File: src/rtl/mod_counter.sv
// Up/down modulo counter with saturate-or-wrap boundary handling,
// synchronous clear/load, wrap pulse and sticky boundary flag.
module mod_counter #(
  parameter int WIDTH   = 4,
  parameter int MOD_VAL = 16,
  parameter int RST_VAL = 0
) (
  input  logic             clk,
  input  logic             n_rst,
  input  logic             en,
  input  logic             up_down,
  input  logic             sat,
  input  logic             clr,
  input  logic             load,
  input  logic [WIDTH-1:0] load_val,
  output logic [WIDTH-1:0] cnt,
  output logic             tc,
  output logic             wrap,
  output logic             ovf
);

  localparam int unsigned MAXI = MOD_VAL - 1;
  localparam int unsigned RSTI = RST_VAL;
  localparam logic [WIDTH:0] MAX_W = MAXI[WIDTH:0];
  localparam logic [WIDTH-1:0] MAX_C = MAXI[WIDTH-1:0];
  localparam logic [WIDTH-1:0] RST_C = RSTI[WIDTH-1:0];

  logic [WIDTH-1:0] cnt_q, cnt_d;
  logic             wrap_q, wrap_d;
  logic             ovf_q, ovf_d;
  logic [WIDTH:0]   cnt_ext;
  logic [WIDTH:0]   lv_ext;
  logic [WIDTH:0]   nxt;
  logic             bnd;

  assign cnt_ext = {1'b0, cnt_q};
  assign lv_ext  = {1'b0, load_val};

  // An underflow from 0 lands on all-ones, so one compare flags both ends
  assign nxt = up_down ? cnt_ext + 1'b1 : cnt_ext - 1'b1;
  assign bnd = nxt > MAX_W;

  always_comb begin
    cnt_d  = cnt_q;
    wrap_d = 1'b0;
    ovf_d  = ovf_q;
    if (clr) begin
      cnt_d = RST_C;
      ovf_d = 1'b0;
    end else if (load) begin
      cnt_d = (lv_ext > MAX_W) ? MAX_C : load_val;
    end else if (en) begin
      if (bnd) begin
        ovf_d = 1'b1;
        if (!sat) begin
          cnt_d  = up_down ? '0 : MAX_C;
          wrap_d = 1'b1;
        end
      end else begin
        cnt_d = nxt[WIDTH-1:0];
      end
    end
  end

  always_ff @(posedge clk or negedge n_rst) begin
    if (!n_rst) begin
      cnt_q  <= RST_C;
      wrap_q <= 1'b0;
      ovf_q  <= 1'b0;
    end else begin
      cnt_q  <= cnt_d;
      wrap_q <= wrap_d;
      ovf_q  <= ovf_d;
    end
  end

  assign cnt  = cnt_q;
  assign wrap = wrap_q;
  assign ovf  = ovf_q;
  assign tc   = up_down ? (cnt_ext == MAX_W) : (cnt_q == '0);

endmodule
File: config.mk
export PLATFORM = sky130hd
export DESIGN_NAME = mod_counter
export DESIGN_NICKNAME = d
export VERILOG_FILES = /design/src/rtl/mod_counter.sv
export SDC_FILE = /design/constraint.sdc
export NUM_CORES = 1
export LEC_CHECK = 0
export BUFFER_PORTS_ARGS = -buffer_cell sky130_fd_sc_hd__buf_4
export CAP_MARGIN = 0
export CORE_MARGIN = 2
export CORE_UTILIZATION = 38
export DETAILED_ROUTE_END_ITERATION = 10
export MAX_ROUTING_LAYER = met4
export PLACE_DENSITY = 0.69
export SLEW_MARGIN = 20
export SYNTH_ARGS = -nofsm -noshare
export SYNTH_HDL_FRONTEND = slang
export SYNTH_SLANG_ARGS = --single-unit
File: constraint.sdc
create_clock -name clk -period 2.5 [get_ports clk]
set_input_delay 0.375 -clock clk [delete_from_list [all_inputs] [get_ports clk]]
set_output_delay 0.375 -clock clk [all_outputs]
set_load 0.05 [all_outputs]
==> impl_metrics.json <==
{
  "worst_setup_hold_path_clk_slew_ps": 50,
  "tightestPinTransition_ps": 459,
  "dp.final_hpwl_um": 1340,
  "antenna_diode_instance_count": 0,
  "antenna_violating_nets_post_route": 0,
  "floorplan.io_pins": 18,
  "depth_of_the_worst_register_to_register_path": 6,
  "layout.cells.most_common": "sky130_fd_sc_hd__buf_4",
  "pwr_density_cell_mw_per_mm2": 751,
  "whs_endpoint": "ovf$_DFFE_PN0P_",
  "layout-drive-gt1-share": 0.327,
  "regToRegEndpoint": "cnt[1]$_DFFE_PN0P_",
  "totalWireLength_um": 1640,
  "min_from": "clr",
  "first_global_vias": 582,
  "critical_path.startpoint_type": "flip-flop",
  "total_placed_cells_including_tap_cells": 125,
  "h-tree-depth": 1,
  "finClkSkew_ps": 3.99,
  "peakVddDrop_mv": 0.357,
  "non_filler_instance_count_after_layout": 129,
  "layout.cell_area.non_filler_um2": 900,
  "finalCriticalPeriod_ps": 2350,
  "floorplan.initialDensity": 0.399,
  "drtPass1Iterations": 4,
  "timing.critical_path.max_delay_family": "simple AND/OR/NAND/NOR gates",
  "layout_common_cells": "sky130_fd_sc_hd__buf_4, sky130_fd_sc_hd__o21ai_0, sky130_fd_sc_hd__nor2_1",
  "pin_count_of_the_biggest_net_entering_global_routing": 10,
  "yosys_warnings": 0,
  "grt_first_pass_wirelength_um": 2450,
  "design_power_total_mw": 0.675,
  "synth_seq_area_share": 0.220,
  "floorplan.core_area_mm2": 0.00171,
  "post-cts-setup-buffers": 0,
  "synth.avg_cell_area_um2": 8.42,
  "outcome": "finished, final reports clean",
  "cts_num_sinks": 6,
  "fillCellCount": 170,
  "achievable-frequency_mhz": 426,
  "endpoint_kind": "flip-flop",
  "buffers_plus_inverters_on_the_worst_setup_path": 0,
  "critPathSlowestCell": "sky130_fd_sc_hd__fa_1",
  "timing.hold.worst_path_depth": 2,
  "path_max_fanout": 6,
  "footprint_of_the_multi_input_gates_um2": 513,
  "final_hold_viol_count": 0,
  "antenna_found_initial": 0,
  "die_height_um": 46.4,
  "worstReg2RegStart": "cnt[1]$_DFFE_PN0P_",
  "synth.net_count": 97,
  "p_leak_nw": 0.398,
  "detail_route.vias_per_cell": 5.42,
  "die_width_um": 46.4,
  "criticalPathCategory": "flip-flop to flip-flop",
  "post_dp_cell_area_um2": 858,
  "detailedRoute.firstIterationViolations": 12,
  "buffer_ports.inserted": 17,
  "routed_wire_length_per_instance_um": 12.7,
  "cts_tree": "built",
  "fp-row-count": 15,
  "rsz0062_at_grt": "no",
  "area.sequential_um2": 150,
  "library_cell_used_as_clock_root_buffer": "sky130_fd_sc_hd__clkbuf_4",
  "postSynthRegisterBits": 6,
  "total_via_count_in_the_routed_design": 699,
  "timing.final.crit_share": 0.939,
  "grt_use_total": 0.162,
  "rrSetupSlack_ps": 150,
  "finalSetupViolCount": 0,
  "worst_hold_path_type": "input pin to flip-flop",
  "finalWeightedCongestion": 0.847,
  "die_area_mm2": 0.00215,
  "slowest_delay_ps": 550,
  "synth.cell_area_um2": 682,
  "synthesis.instances": 81,
  "cts_buf_count": 3,
  "required_time_reported_for_the_critical_path_endpoint_ps": 2660,
  "nNetsFinal": 122,
  "insertion_delay_ps": 240,
  "synthDistinctLibCells": 39,
  "timing.critical_path.arrival_ps": 2500,
  "max-clock-path-buffers": 2,
  "globalRoute.totalOverflow": 0,
  "detail_route.drc_violations": 0,
  "synthToLayoutAreaGrowth_pct": 31.9,
  "crit_path_cell_trace": "fa_1, nor3b_1, nand2_1, nor4_4, or2_4, mux2i_1",
  "drv_cap": 0,
  "slew_violations": 0,
  "relSlewSlack": 0.693
}
## sequential cells by signal, summed over array words and instances, names as in the netlist
signal / flops
ovf: 1
cnt: 4
wrap: 1
## stage by stage
stage	hold WS [ps]	util	worst slack [ps]	setup TNS [ps]
after global routing	346	0.527	47.2	0
after global placement	184	0.503	8.68	0
after floorplan	79.4	-	142	0
after CTS	350	0.522	95.3	0
final	355	0.527	152	0
after detailed placement	186	0.503	-1.62	-1.62
## kinds of logic (layout without fill, tap and decap cells)
kind of cell             after synthesis  in the layout  share of synthesized area
AO/OA/AOI/OAI                         30             30                      0.361
XOR/XNOR                               1              1                     0.0128
adder cells (fa/ha/maj)                5              5                      0.103
buffers and inverters                  7             30                     0.0404
flip-flops                             6              6                      0.220
multiplexers                           1              1                     0.0147
AND/OR/NAND/NOR                       31             31                      0.248
## what timing repair did
item,4_1_cts,5_1_grt
hold buffers,1,0
setup endpoints to repair,0,3
gates resized for setup,0,1
hold endpoints to repair,6,0
## worst register-to-register path: stages, from the launching register on
cell	delay [ps]
sky130_fd_sc_hd__dfrtp_1	440
sky130_fd_sc_hd__fa_1	550
sky130_fd_sc_hd__nor3b_1	320
sky130_fd_sc_hd__nand2_1	170
sky130_fd_sc_hd__nor4_4	380
sky130_fd_sc_hd__or2_4	220
sky130_fd_sc_hd__mux2i_1	190
## power by group
part / switching (mW) / internal, mW / total [mW]
clock network: 0.0326 / 0.0541 / 0.0868
logic: 0.275 / 0.174 / 0.449
registers: 0.0240 / 0.116 / 0.140
total: 0.331 / 0.344 / 0.675
## how the worst max path moves through the flow
stage,cells after the start,to,from
5_1_grt,6,cnt[1]$_DFFE_PN0P_,cnt[1]$_DFFE_PN0P_
2_1_floorplan,6,cnt[1]$_DFFE_PN0P_,cnt[0]$_DFFE_PN0P_
3_3_place_gp,8,cnt[1]$_DFFE_PN0P_,up_down
3_5_place_dp,8,cnt[1]$_DFFE_PN0P_,up_down
4_1_cts,6,cnt[1]$_DFFE_PN0P_,cnt[1]$_DFFE_PN0P_
6_report,6,cnt[1]$_DFFE_PN0P_,cnt[1]$_DFFE_PN0P_
## metal layers
metal / vias to the layer above / track usage / wire, um / part of all wire
met5: - / - / 0 / 0
met4: 0 / 0 / 0 / 0
met3: 0 / 0.0353 / 43 / 0.026
met2: 13 / 0.244 / 770 / 0.47
met1: 327 / 0.235 / 825 / 0.50
li1: 359 / - / - / -
## synth_stat cells
cell | n | area [um^2]
sky130_fd_sc_hd__nand2_1 | 6 | 22.5
sky130_fd_sc_hd__a31oi_1 | 2 | 12.5
sky130_fd_sc_hd__and2_1 | 1 | 6.26
sky130_fd_sc_hd__inv_1 | 5 | 18.8
sky130_fd_sc_hd__xor2_1 | 1 | 8.76
sky130_fd_sc_hd__fa_1 | 1 | 20.0
sky130_fd_sc_hd__o41ai_2 | 1 | 16.3
sky130_fd_sc_hd__a221oi_2 | 1 | 15.0
sky130_fd_sc_hd__and3_1 | 1 | 6.26
sky130_fd_sc_hd__nor3_1 | 1 | 5.00
sky130_fd_sc_hd__o21bai_1 | 1 | 7.51
sky130_fd_sc_hd__a211oi_1 | 1 | 7.51
sky130_fd_sc_hd__nand3_1 | 3 | 15.0
sky130_fd_sc_hd__buf_2 | 1 | 5.00
sky130_fd_sc_hd__a22oi_1 | 2 | 15.0
sky130_fd_sc_hd__a21o_1 | 1 | 7.51
sky130_fd_sc_hd__nor3b_1 | 3 | 22.5
sky130_fd_sc_hd__a21oi_1 | 3 | 15.0
sky130_fd_sc_hd__mux2i_1 | 1 | 10.0
sky130_fd_sc_hd__o21ba_4 | 1 | 16.3
sky130_fd_sc_hd__ha_1 | 4 | 50.1
sky130_fd_sc_hd__or2_4 | 1 | 8.76
sky130_fd_sc_hd__o2111ai_2 | 1 | 15.0
sky130_fd_sc_hd__inv_2 | 1 | 3.75
sky130_fd_sc_hd__a211oi_2 | 1 | 12.5
sky130_fd_sc_hd__o32ai_1 | 1 | 8.76
sky130_fd_sc_hd__o21ai_0 | 8 | 40.0
sky130_fd_sc_hd__nor4b_1 | 1 | 8.76
sky130_fd_sc_hd__o21ba_1 | 1 | 10.0
sky130_fd_sc_hd__nor4_1 | 1 | 6.26
sky130_fd_sc_hd__nand4_1 | 1 | 6.26
sky130_fd_sc_hd__or2_2 | 2 | 12.5
sky130_fd_sc_hd__nand2b_1 | 1 | 6.26
sky130_fd_sc_hd__dfrtp_1 | 6 | 150
sky130_fd_sc_hd__a2111oi_1 | 1 | 10.0
sky130_fd_sc_hd__nor4_2 | 1 | 12.5
sky130_fd_sc_hd__nor2_1 | 8 | 30.0
sky130_fd_sc_hd__o221ai_2 | 1 | 15.0
sky130_fd_sc_hd__o211ai_1 | 3 | 22.5
## cell type report
class | count | share of cell area
Timing Repair Buffer | 21 | 0.178
Sequential cell | 6 | 0.167
Multi-Input combinational cell | 68 | 0.570
Tap cell | 25 | 0.0348
Clock buffer | 3 | 0.0250
Inverter | 6 | 0.0250
(Power assumes the default switching activity.)
